$ cat src/rtl/neuron_ram_sweeper.sv
// rtl/neuron_ram_sweeper.sv - sweeps the neuron state RAM, hands valid words to the update unit, writes merged results back
module neuron_ram_sweeper #(
    parameter int INTEGER_WIDTH        = 16,
    parameter int DATA_WIDTH_FRAC      = 32,
    parameter int DATA_WIDTH           = INTEGER_WIDTH + DATA_WIDTH_FRAC,
    parameter int TREF_WIDTH           = 5,
    parameter int NEURON_WIDTH_LOGICAL = 11,
    parameter int WORD_WIDTH           = 6 * DATA_WIDTH + TREF_WIDTH + 3 + NEURON_WIDTH_LOGICAL + 2,
    parameter int ADDR_WIDTH           = 9
) (
    input  logic                        Clock,
    input  logic                        Reset,
    input  logic                        Start,
    input  logic [ADDR_WIDTH:0]         NumNeurons,
    output logic                        Busy,
    output logic                        Done,
    output logic                        RamChipEnable,
    output logic                        RamWriteEnable,
    output logic [ADDR_WIDTH-1:0]       RamAddress,
    output logic [WORD_WIDTH-1:0]       RamWriteData,
    input  logic [WORD_WIDTH-1:0]       RamReadData,
    output logic                        NeuronValid,
    input  logic                        NeuronReady,
    output logic [WORD_WIDTH-1:0]       NeuronWord,
    input  logic                        UpdateValid,
    input  logic [DATA_WIDTH-1:0]       UpdVmem,
    input  logic [DATA_WIDTH-1:0]       UpdGex,
    input  logic [DATA_WIDTH-1:0]       UpdGin,
    input  logic [TREF_WIDTH+2:0]       UpdRefVal
);

    localparam int DW        = DATA_WIDTH;
    localparam int RW        = TREF_WIDTH + 3;
    localparam int REF_LSB   = 3 * DW;
    localparam int GIN_LSB   = 3 * DW + RW;
    localparam int GEX_LSB   = 4 * DW + RW;
    localparam int VMEM_LSB  = 5 * DW + RW;
    localparam int VALID_BIT = 6 * DW + RW + 1;

    localparam logic [ADDR_WIDTH:0]   COUNT_ONE = 1;
    localparam logic [ADDR_WIDTH-1:0] ADDR_ONE  = 1;

    typedef enum logic [2:0] {
        S_IDLE,
        S_READ,
        S_LATCH,
        S_PRESENT,
        S_WAIT_UPD,
        S_WRITE,
        S_FINISH
    } state_t;

    state_t                state;
    state_t                next_state;
    logic [ADDR_WIDTH:0]   num_neurons;
    logic [ADDR_WIDTH-1:0] addr;
    logic [WORD_WIDTH-1:0] neuron_word;
    logic [WORD_WIDTH-1:0] write_data;
    logic [WORD_WIDTH-1:0] merged_word;
    logic                  last_addr;
    logic                  read_valid;

    // The count is one bit wider than the address so a full 2**AW sweep terminates without wrapping.
    assign last_addr  = ({1'b0, addr} == (num_neurons - COUNT_ONE));
    assign read_valid = RamReadData[VALID_BIT];

    always_comb begin
        merged_word = neuron_word;
        merged_word[VMEM_LSB +: DW] = UpdVmem;
        merged_word[GEX_LSB  +: DW] = UpdGex;
        merged_word[GIN_LSB  +: DW] = UpdGin;
        merged_word[REF_LSB  +: RW] = UpdRefVal;
    end

    always_ff @(posedge Clock) begin
        if (Reset) begin
            state <= S_IDLE;
        end else begin
            state <= next_state;
        end
    end

    always_comb begin
        next_state = state;
        unique case (state)
            S_IDLE:     if (Start) next_state = (NumNeurons == '0) ? S_FINISH : S_READ;
            S_READ:     next_state = S_LATCH;
            S_LATCH: begin
                if (read_valid)     next_state = S_PRESENT;
                else if (last_addr) next_state = S_FINISH;
                else                next_state = S_READ;
            end
            S_PRESENT:  if (NeuronReady) next_state = S_WAIT_UPD;
            S_WAIT_UPD: if (UpdateValid) next_state = S_WRITE;
            S_WRITE:    next_state = last_addr ? S_FINISH : S_READ;
            S_FINISH:   next_state = S_IDLE;
            default:    next_state = S_IDLE;
        endcase
    end

    always_ff @(posedge Clock) begin
        if (Reset) begin
            num_neurons <= '0;
            addr        <= '0;
            neuron_word <= '0;
            write_data  <= '0;
        end else begin
            unique case (state)
                S_IDLE: begin
                    if (Start) begin
                        num_neurons <= NumNeurons;
                        addr        <= '0;
                    end
                end
                S_LATCH: begin
                    neuron_word <= RamReadData;
                    if (!read_valid && !last_addr) addr <= addr + ADDR_ONE;
                end
                S_WAIT_UPD: begin
                    if (UpdateValid) write_data <= merged_word;
                end
                S_WRITE: begin
                    if (!last_addr) addr <= addr + ADDR_ONE;
                end
                default: begin
                end
            endcase
        end
    end

    // RAM strobes are masked by Reset so a write-back cut short by reset never reaches the array.
    always_comb begin
        Busy           = (state != S_IDLE);
        Done           = (state == S_FINISH);
        NeuronValid    = (state == S_PRESENT);
        RamChipEnable  = !Reset && ((state == S_READ) || (state == S_WRITE));
        RamWriteEnable = !Reset && (state == S_WRITE);
    end

    assign RamAddress   = addr;
    assign NeuronWord   = neuron_word;
    assign RamWriteData = write_data;

endmodule

$ cat config.mk
export PLATFORM = sky130hd
export DESIGN_NAME = neuron_ram_sweeper
export DESIGN_NICKNAME = d
export VERILOG_FILES = /design/src/rtl/neuron_ram_sweeper.sv
export SDC_FILE = /design/constraint.sdc
export NUM_CORES = 1
export LEC_CHECK = 0
export CAP_MARGIN = 20
export CELL_PAD_IN_SITES_DETAIL_PLACEMENT = 1
export CELL_PAD_IN_SITES_GLOBAL_PLACEMENT = 1
export CORE_AREA = 4 4 427 429
export CTS_BUF_LIST = sky130_fd_sc_hd__clkbuf_2
export DETAILED_ROUTE_END_ITERATION = 10
export DIE_AREA = 0 0 431 433
export DONT_BUFFER_PORTS = 1
export MAX_ROUTING_LAYER = met4
export PLACE_DENSITY = 0.42
export SYNTH_ARGS = -nofsm -noshare
export SYNTH_HDL_FRONTEND = slang
export SYNTH_SLANG_ARGS = --single-unit
$ cat constraint.sdc
create_clock -name Clock -period 2.12 [get_ports Clock]
set_input_delay 0 -clock Clock [delete_from_list [all_inputs] [get_ports Clock]]
set_output_delay 0 -clock Clock [all_outputs]
set_load 0.01 [all_outputs]
== Word level (Yosys, flattened, before mapping) ==
Cells that the tools add are included.
Widths: inputs -> output; s select.

* Multiply operators: 0
* Div/mod/pow operators: 0
* Mux-type cells: 11
* $lt $le $gt $ge: 0
* Bitwise gates (word level): 0
* Eq/ne operators: 12
* Shift operators: 0
* Add/sub/neg operators: 2
* Reductions and logical operators: 15

{| class="wikitable"
|+ Operators by type and width
! kind !! number
|-
| $mux 9 || 3
|-
| $pmux 9 s3 || 1
|-
| $mux 3 || 6
|-
| $pmux 3 s6 || 1
|-
| $eq 9x10->1 || 1
|-
| $logic_not 10->1 || 1
|-
| $sub 10x1->10 const B || 1
|-
| $add 9x1->9 const B || 1
|-
| $eq 3x3->1 const B || 3
|-
| $ne 2x2->1 const B || 4
|-
| $eq 3x2->1 const B || 2
|-
| $reduce_bool 3->1 || 2
|-
| $reduce_and 2->1 || 2
|-
| $reduce_and 4->1 || 1
|-
| $eq 3x1->1 const B || 1
|-
| $logic_and 1x1->1 || 3
|-
| $logic_not 1->1 || 3
|-
| $logic_not 3->1 || 1
|-
| $reduce_and 3->1 || 1
|-
| $ne 2x1->1 const B || 1
|-
| $logic_or 1x1->1 || 1
|}

* Output and inout port bits: 632
* Bits in latches: 0
* Memory bits (writable): 0
* Memories: 0
* Bits in registers: 640
* ROM bits: 0

== Longest topological paths before layout ==
Gate-level depths: netlist (run 1).

* Word-level depth: 6
* Gate-level depth with buffers: 10

== Worst setup path before layout (run 1) ==
Ideal clock, no wire load.

* Path type: reg-to-reg
* From: register num_neurons[0]
* To: register addr[7], in the netlist RamAddress[7]
* Setup time: 0.072 ns
* Path buffers: 1
* Stages on the path, launching flop included: 10
* Required time: 2.048 ns
* Data arrival time: 2.119 ns
* Path slack: -0.071 ns
* Cells stage by stage: dfxtp_1 > inv_1 > ha_1 > and3_2 > a211o_1 > a31oi_4 > nor2_2 > buf_6 > nor4_1 > mux2i_1

* Word-level cells in the longest chain between the ends: 6
* Elaborated cells on any way between the ends: 7
* Classes of those cells: add/sub (1); eq/ne (3); reduce/logical (3)

{| class="wikitable"
|+ Ends and longest elaborated chain
! what !! RTL line !! text
|-
| start: declaration || 55 || <nowiki>logic [ADDR_WIDTH:0] num_neurons;</nowiki>
|-
| start signal: assignment || 111 || <nowiki>num_neurons <= NumNeurons;</nowiki>
|-
| $sub 10x1->10 (*) || 64 || <nowiki>assign last_addr = ({1'b0, addr} == (num_neurons - COUNT_ONE));</nowiki>
|-
| $eq 9x10->1 (*) || 64 ||
|-
| $logic_not 1->1 || n/a ||
|-
| $logic_and 1x1->1 || 117 || <nowiki>if (!read_valid && !last_addr) addr <= addr + ADDR_ONE;</nowiki>
|-
| $ne 2x2->1 (no line) || n/a ||
|-
| $reduce_and 4->1 (no line) (*) || n/a ||
|-
| end signal: assignment || 117 ||
|-
| end signal: assignment || 123 || <nowiki>if (!last_addr) addr <= addr + ADDR_ONE;</nowiki>
|-
| end: declaration || 56 || <nowiki>logic [ADDR_WIDTH-1:0] addr;</nowiki>
|}

Mark *: on every way between the ends. The rest lies on a longest branch, timed or not.
A chain may end at the register's enable or synchronous reset.

== Worst setup path after layout (run 1) ==
* From: register state[2]
* To: output Busy

* Word-level cells in the longest chain between the ends: 1

{| class="wikitable"
|+ Ends and longest elaborated chain
! what !! RTL line !! text
|-
| start: declaration || 53 || <nowiki>state_t state;</nowiki>
|-
| start signal: assignment || 79 || <nowiki>state <= next_state;</nowiki>
|-
| $reduce_bool 3->1 || 133 || <nowiki>Busy = (state != S_IDLE);</nowiki>
|-
| end: declaration || 15 || <nowiki>output logic Busy,</nowiki>
|}

No other way between the ends.

==> results.tsv, run 1 <==
metric	value	unit
max_freq	0.399	GHz
clock_path_buffers	3	
p_sw_share	34.4	%
place_ws	-310	ps
grt_max_degree	640	
crit_fanout	4	
die_height	433	um
drv_slew	290	
ff2ff_path_depth	9	
finalClockSkew	140	ps
synth_cell_types	46	
fin_crit	2510	ps
seqPwrFrac	45.3	%
dr.pass1.iters	5	
areaGrowthSynthToFinish	91.0	%
p_comb_share	20.8	%
status	finished, violations left	
syn_area_per_cell	7.77	sq um
wl_per_cell	22.4	um
remaining_drc_errors	0	
crit_path_end	Busy	
synthArstFlopShare	0	%
dr.first_iter.drc_count	1245	
cts-root-buf	clkbuf_2	
hold_class	input port to flip-flop	
synth_cells	2880	
synth-seq-area-share	57.3	%
tightest_slew	2030	ps
overflow	0	
slowest_delay	370	ps
grt.total_usage	13.2	%
hpwl	88900	um
synth_top_area_cell	dfxtp_1	
max-vdd-ir-drop	386	uV
reg2reg_slack	-200	ps
cts-buffers-inserted	191	
hold_viol_final	637	
p_clk_share	33.9	%
crit_path_start	state[2]	
critPathRequiredTime	2120	ps
end_kind	output pin	
path_cells	buf_6 > nor3_4 > inv_2 > buf_6	
rsz0062_at_grt	true	
clk_pin_slew	100	ps
path_class	flip-flop to output pin	
relSlewSlack	-35.3	%
layout-drive-gt1-share	28.6	%
max-cap-violations	0	
htreeDepth	4	
ys_warn_count	0	
p_switching	10.2	mW
synth_ff_type	dfxtp_1	
synth_commonest_cells	1272 x nand2_1, 640 x dfxtp_1, 632 x a21oi_1	
r2r-end	RamAddress[2]	
io_buffers	0	
cts.sink_count	640	
hold_ws	-1370	ps
start_util	12.6	%
yosysMostFrequentCell	nand2_1	
p_int	19.6	mW
synth_seq_cells	640	
vias_per_cell	3.97	
fin_crit_sh	118	%
pin_count	1108	
fp.dieW	431	um
crit_top_cell	buf_6	
die_area	187000	sq um
grt_pass1_vias	24529	
insertion_delay	1570	ps
antenna_found_initial	27	
cp_slowest_cell	dfxtp_4	
utilization	24.0	%
gp_congestion	0.816	
leakagePower	14.8	nW
core-area	178000	sq um
wirelength	150000	um
arrival	2510	ps
p_per_area	698	nW/um^2
grt_first_pass_wirelength	176000	um
vias	26661	
core.rowCount	155	
worst_slack	-387	ps
synthTopCellsByArea	dfxtp_1 57%, nand2_1 21%, a21oi_1 14%	
synth_area	22400	sq um
synthDominantCellAreaShare	57.3	%
violations	hold timing, slew limit, setup timing	
r2r_start	num_neurons[4]	
cts_tree	built	
crit_path_start_kind	flip-flop	
finalSetupViolations	23	
ant_nets	0	
synth_edf_count	0	
nets	4663	
syn_nets	3358	
-- kinds of logic (layout without fill, tap and decap cells) --
logic type	after synthesis	count (layout)	share of synthesized area, %
xor gates and xnor gates	7	7	0.274
adders and majority gates	2	2	0.112
AOI/OAI and AO/OA	665	665	15.3
other	0	30	0
buffers and inverters	220	1665	3.73
DFF	640	640	57.3
muxes	3	3	0.134
and+or+nand+nor	1343	1344	23.2
-- through the flow --
step	setup TNS (ps)	power (mW)	instances	area, sq um
floorplan	0	15.4	2880	22400
detailed placement	-2730	16.9	5143	25700
CTS	-347720	28.5	6023	35400
finish	-3370	29.8	6711	42700
global placement	-2600	16.8	5143	25700
global route	-128160	31.5	6709	42700
-- placed cells by master (no fill, tap or decap), types with 6 or more instances in the layout --
cell type and n:
clkinv_1 39, dlygate4sd3_1 1106, buf_12 27, clkbuf_2 277, buf_4 105, dfxtp_4 504, nand3_1 8, buf_8 9
nand2_1 1243, nor2_4 6, or3_1 7, nand2_2 21, buf_16 18, diode_2 30, dfxtp_2 132, clkbuf_16 11
a21oi_1 616, nor2_1 13, a21oi_2 16, xnor2_1 6, buf_6 48, nand2_4 8
-- worst max-delay path: cells and delay by family (launching register included) --
kind                   cells  cell delay, ps
and+or+nand+nor            1             190
DFF                        1             370
buffers and inverters      3             380
-- flip-flops by register name, summed over array words and instances (netlist names) --
name and flops:
NeuronWord 309, state 3, RamWriteData 309, RamAddress 9
num_neurons 10
-- final cells by class --
class                           count  area [sq um]
Inverter                            6          28.8
Clock buffer                      277          1390
Clock inverter                     57           347
Timing Repair Buffer             1325         13900
Antenna cell                       30          75.1
Sequential cell                   640         14900
Fill cell                       20883        136000
Tap cell                         2355          2950
Multi-Input combinational cell   2021          9190
-- what timing repair did --
item | 4_1_cts | 5_1_grt
pin swaps | 22 | 39
hold buffers | 487 | 621
endpoints found under the setup margin | 682 | 953
gates cloned | 8 | 14
endpoints found under the hold margin | 640 | 638
buffers inserted | 55 | 37
resized for setup | 1196 | 167
-- layer usage --
metal / share of wire [%] / GRT usage, %
met1: 37 / 14.1
met2: 50 / 22.7
met3: 7.5 / 4.38
met4: 5.1 / 4.83
met5: 0 / -
-- power by group through the flow --
stage | Sequential, mW | Combinational (mW) | Clock (mW)
finish | 13.5 | 6.21 | 10.1
global placement | 14.0 | 2.84 | 0
floorplan | 13.5 | 1.81 | 0
CTS | 13.5 | 4.50 | 10.5
detailed placement | 14.0 | 2.88 | 0
global route | 13.6 | 6.64 | 11.3
-- worst min-delay path by stage --
stage,start,endpoint,slack (ps),cells after the start
final,Reset,NeuronWord[294],-1370,1
after global routing,Reset,NeuronWord[294],-1800,1
after CTS,Reset,NeuronWord[7],-1930,1
after detailed placement,Reset,RamWriteData[10],120,1
after global placement,Reset,NeuronWord[291],120,1
after floorplan,NumNeurons[0],num_neurons[0],130,2
Note: power is estimated with default switching activity, not from simulation.
==> run 2: changes to the inputs <==
--- a/config.mk
+++ b/config.mk
@@ -8,13 +8,13 @@
 export CAP_MARGIN = 20
 export CELL_PAD_IN_SITES_DETAIL_PLACEMENT = 1
 export CELL_PAD_IN_SITES_GLOBAL_PLACEMENT = 1
-export CORE_AREA = 4 4 427 429
+export CORE_AREA = 4 4 433 435
 export CTS_BUF_LIST = sky130_fd_sc_hd__clkbuf_2
 export DETAILED_ROUTE_END_ITERATION = 10
-export DIE_AREA = 0 0 431 433
+export DIE_AREA = 0 0 437 439
 export DONT_BUFFER_PORTS = 1
 export MAX_ROUTING_LAYER = met4
-export PLACE_DENSITY = 0.42
+export PLACE_DENSITY = 0.4
 export SYNTH_ARGS = -nofsm -noshare
 export SYNTH_HDL_FRONTEND = slang
 export SYNTH_SLANG_ARGS = --single-unit
==> constraint.sdc (replaced) <==
create_clock -name Clock -period 2.6 [get_ports Clock]
set_input_delay 0 -clock Clock [delete_from_list [all_inputs] [get_ports Clock]]
set_output_delay 0 -clock Clock [all_outputs]
set_load 0.01 [all_outputs]
==> run 2 against run 1 <==
Compared with the run above:
- synthesized cell count is the same
- the flow now stops in global routing
- synthesized area is the same
==> results.tsv, run 2 <==
metric	value	unit	change
synth_ff_type	dfxtp_1		unchanged
cts-root-buf	clkbuf_2		unchanged
status	did not finish		was finished, violations left
synth_top_area_cell	dfxtp_1		unchanged
crit_endpoint	Busy		
die_height	439	um	was 433 um
synth_area	22400	sq um	unchanged
cts-buffers-inserted	192		was 191
synth_commonest_cells	1272 x nand2_1, 640 x dfxtp_1, 632 x a21oi_1		unchanged
start_util	12.2	%	was 12.6%
pin_count	1108		unchanged
grt_max_degree	640		
place_ws	103	ps	was -310 ps
hpwl	89800	um	was 88900 um
clock_path_buffers	3		unchanged
io_buffers	0		unchanged
core.rowCount	157		was 155
synth_cell_types	46		unchanged
fp.dieW	437	um	was 431 um
lastStage	global routing		
synthTopCellsByArea	dfxtp_1 57%, nand2_1 21%, a21oi_1 14%		unchanged
syn_nets	3358		unchanged
ys_warn_count	0		unchanged
cts.sink_count	640		unchanged
synthArstFlopShare	0	%	unchanged
yosysMostFrequentCell	nand2_1		unchanged
syn_area_per_cell	7.77	sq um	unchanged
synth-seq-area-share	57.3	%	unchanged
stop_error	[ERROR RSZ-0060] Max buffer count reached.		
endpoint_type	primary output		
synth_seq_cells	640		unchanged
synth_cells	2880		unchanged
gp_congestion	0.866		was 0.816
htreeDepth	4		unchanged
synthDominantCellAreaShare	57.3	%	unchanged
synth_edf_count	0		unchanged
run 2: cells by family after synthesis:
group                      Yosys count  synth area share, %
muxes                                3                0.134
buffers and inverters              220                 3.73
xor gates and xnor gates             7                0.274
AOI/OAI and AO/OA                  665                 15.3
DFF                                640                 57.3
adders and majority gates            2                0.112
and+or+nand+nor                   1343                 23.2
run 2: stage by stage:
step	std cells	TNS (ps)	instance area, sq um
after CTS	5994	-1580	32100
after detailed placement	5200	0	25500
after global placement	5200	0	25500
after floorplan	2880	0	22400
run 2: repair_timing:
| action | in CTS |
|---|---|
| endpoints found under the setup margin | 29 |
| hold buffers | 483 |
| resized for setup | 60 |
| hold endpoints to repair | 640 |
| pin swaps | 4 |
| buffers inserted | 6 |
==> run 3: changes to the inputs <==
==> config.mk (replaced) <==
export PLATFORM = sky130hd
export DESIGN_NAME = neuron_ram_sweeper
export DESIGN_NICKNAME = d
export VERILOG_FILES = /design/src/rtl/neuron_ram_sweeper.sv
export SDC_FILE = /design/constraint.sdc
export NUM_CORES = 1
export LEC_CHECK = 0
export CAP_MARGIN = 20
export CORE_AREA = 4 4 433 435
export DETAILED_ROUTE_END_ITERATION = 10
export DIE_AREA = 0 0 437 439
export DONT_BUFFER_PORTS = 1
export PLACE_DENSITY_LB_ADDON = 0.15
export SYNTH_ARGS = -nofsm -noshare
export SYNTH_HDL_FRONTEND = slang
export SYNTH_SLANG_ARGS = --single-unit
==> run 3 against run 2 <==
Compared with the run above:
- the flow now finishes, with violations (hold timing, slew limit, setup timing)
==> results.tsv, run 3 (synthesis gave the netlist of run 1 again) <==
metric	value	unit	change
status	finished, violations left		was did not finish
violations	hold timing, slew limit, setup timing		
drv_slew	416		
slowest_delay	980	ps	
cts-root-buf	clkbuf_16		was clkbuf_2
worst_slack	-427	ps	
p_per_area	692	nW/um^2	
pin_count	1108		unchanged
critPathRequiredTime	3220	ps	
hpwl	88600	um	was 89800 um
hold_class	input port to flip-flop		
io_buffers	0		unchanged
max-cap-violations	0		
insertion_delay	690	ps	
layout-drive-gt1-share	5.42	%	
wirelength	125000	um	
grt_max_degree	640		
htreeDepth	3		was 4
dr.first_iter.drc_count	1203		
vias	23417		
cp_slowest_cell	a21oi_1		
r2r-end	RamWriteData[193]		
fin_crit	3030	ps	
r2r_start	state[1]		
whs_path_depth	1		
clock_path_buffers	3		unchanged
dr.pass1.iters	8		
antenna_found_initial	32		
finalSetupViolations	18		
remaining_drc_errors	0		
final_common_cell	nand2_1		
cts_tree	built		
arrival	3650	ps	
clk_pin_slew	60	ps	
end_kind	flip-flop		
cts.sink_count	640		unchanged
core.rowCount	157		unchanged
tightest_slew	4540	ps	
hold_viol_final	111		
die_area	192000	sq um	
grt.total_usage	12.2	%	
grt_first_pass_wirelength	174000	um	
path_class	input port to flip-flop		
core-area	183000	sq um	
finalClockSkew	30.7	ps	
gp_congestion	0.868		was 0.866
fin_crit_sh	116	%	
crit_fanout	639		
fp.dieW	437	um	unchanged
path_depth	2		
reg2reg_slack	90	ps	
nets	4270		
max-vdd-ir-drop	375	uV	
leakagePower	12.2	nW	
path_buf_inv	1		
ant_nets	0		
max_freq	0.330	GHz	
hold_ws	-546	ps	
cts-buffers-inserted	85		was 192
post-place-cells	5184		was 5200
overflow	0		
power	26.3	mW	
ff2ff_path_depth	9		
relSlewSlack	-203	%	
vias_per_cell	3.70		
grt_pass1_vias	23213		
die_height	439	um	unchanged
areaGrowthSynthToFinish	69.5	%	
layout_common_cells	1271 x nand2_1, 973 x dlygate4sd3_1, 638 x dfxtp_1, 632 x a21oi_1, 88 x clkbuf_16		
worstHoldStart	Reset		
finalNonFillerCells	6329		
crit_path_start	Reset		
wl_per_cell	19.8	um	
min_to	NeuronWord[2]		
crit_path_start_kind	input port		
critical-path-top-delay-family	compound AO/OA/AOI/OAI gates		
path_cells	a21oi_1 > dlygate4sd3_1		
start_util	12.2	%	unchanged
==> run 3: worst max-delay path by stage <==
stage	slack, ps	to
2_1_floorplan	410	RamAddress[7]
4_1_cts	10	RamWriteData[117]
5_1_grt	-20	RamWriteData[264]
3_3_place_gp	40	state[2]
6_report	-430	NeuronWord[157]
3_5_place_dp	90	RamAddress[5]
==> run 3: layer usage <==
metal / wire length (um) / vias to the layer above / part of all wire (%) / GRT usage [%]
met3: 9190 / 189 / 7.3 / 3.91
met5: 120 / - / 0.096 / 0
met4: 3400 / 20 / 2.7 / 3.68
met1: 48600 / 11275 / 39 / 13.9
met2: 64000 / 768 / 51 / 21.9
li1: - / 11165 / - / -
==> run 3: repair_timing <==
item                                    in CTS  in global routing
hold buffers                               904                 69
resized for setup                            0                 11
endpoints found under the setup margin       0                226
hold endpoints to repair                   640                545
setup buffers                                0                 11
==> run 3: metrics by stage <==
stage	hold slack, ps	TNS (ps)	utilization (%)	area [sq um]	setup WS [ps]
2_1_floorplan	136	0	-	22400	409
3_3_place_gp	126	0	13.8	25300	42.3
6_report	-546	-1850	20.7	37900	-427
5_1_grt	-663	-23.9	20.7	37900	-16.4
3_5_place_dp	130	0	13.8	25300	92.2
4_1_cts	-663	0	20.2	37000	13.2
==> run 3: final cells by class <==
type	instances	area, sq um
clock buffer	125	2470
timing repair buffer	1039	10500
fill	20613	145000
clock inverter	23	214
inverter	6	22.5
antenna	12	30.0
tap	2464	3080
sequential	640	12800
multi-input combinational	2020	8760
==> run 3: power by group <==
group          switching, mW  internal (mW)  total [mW]  leakage, nW
Clock                   4.83           6.76        11.6         1.31
Sequential             0.845           10.3        11.2         5.17
Combinational           1.75           1.75        3.49         5.70
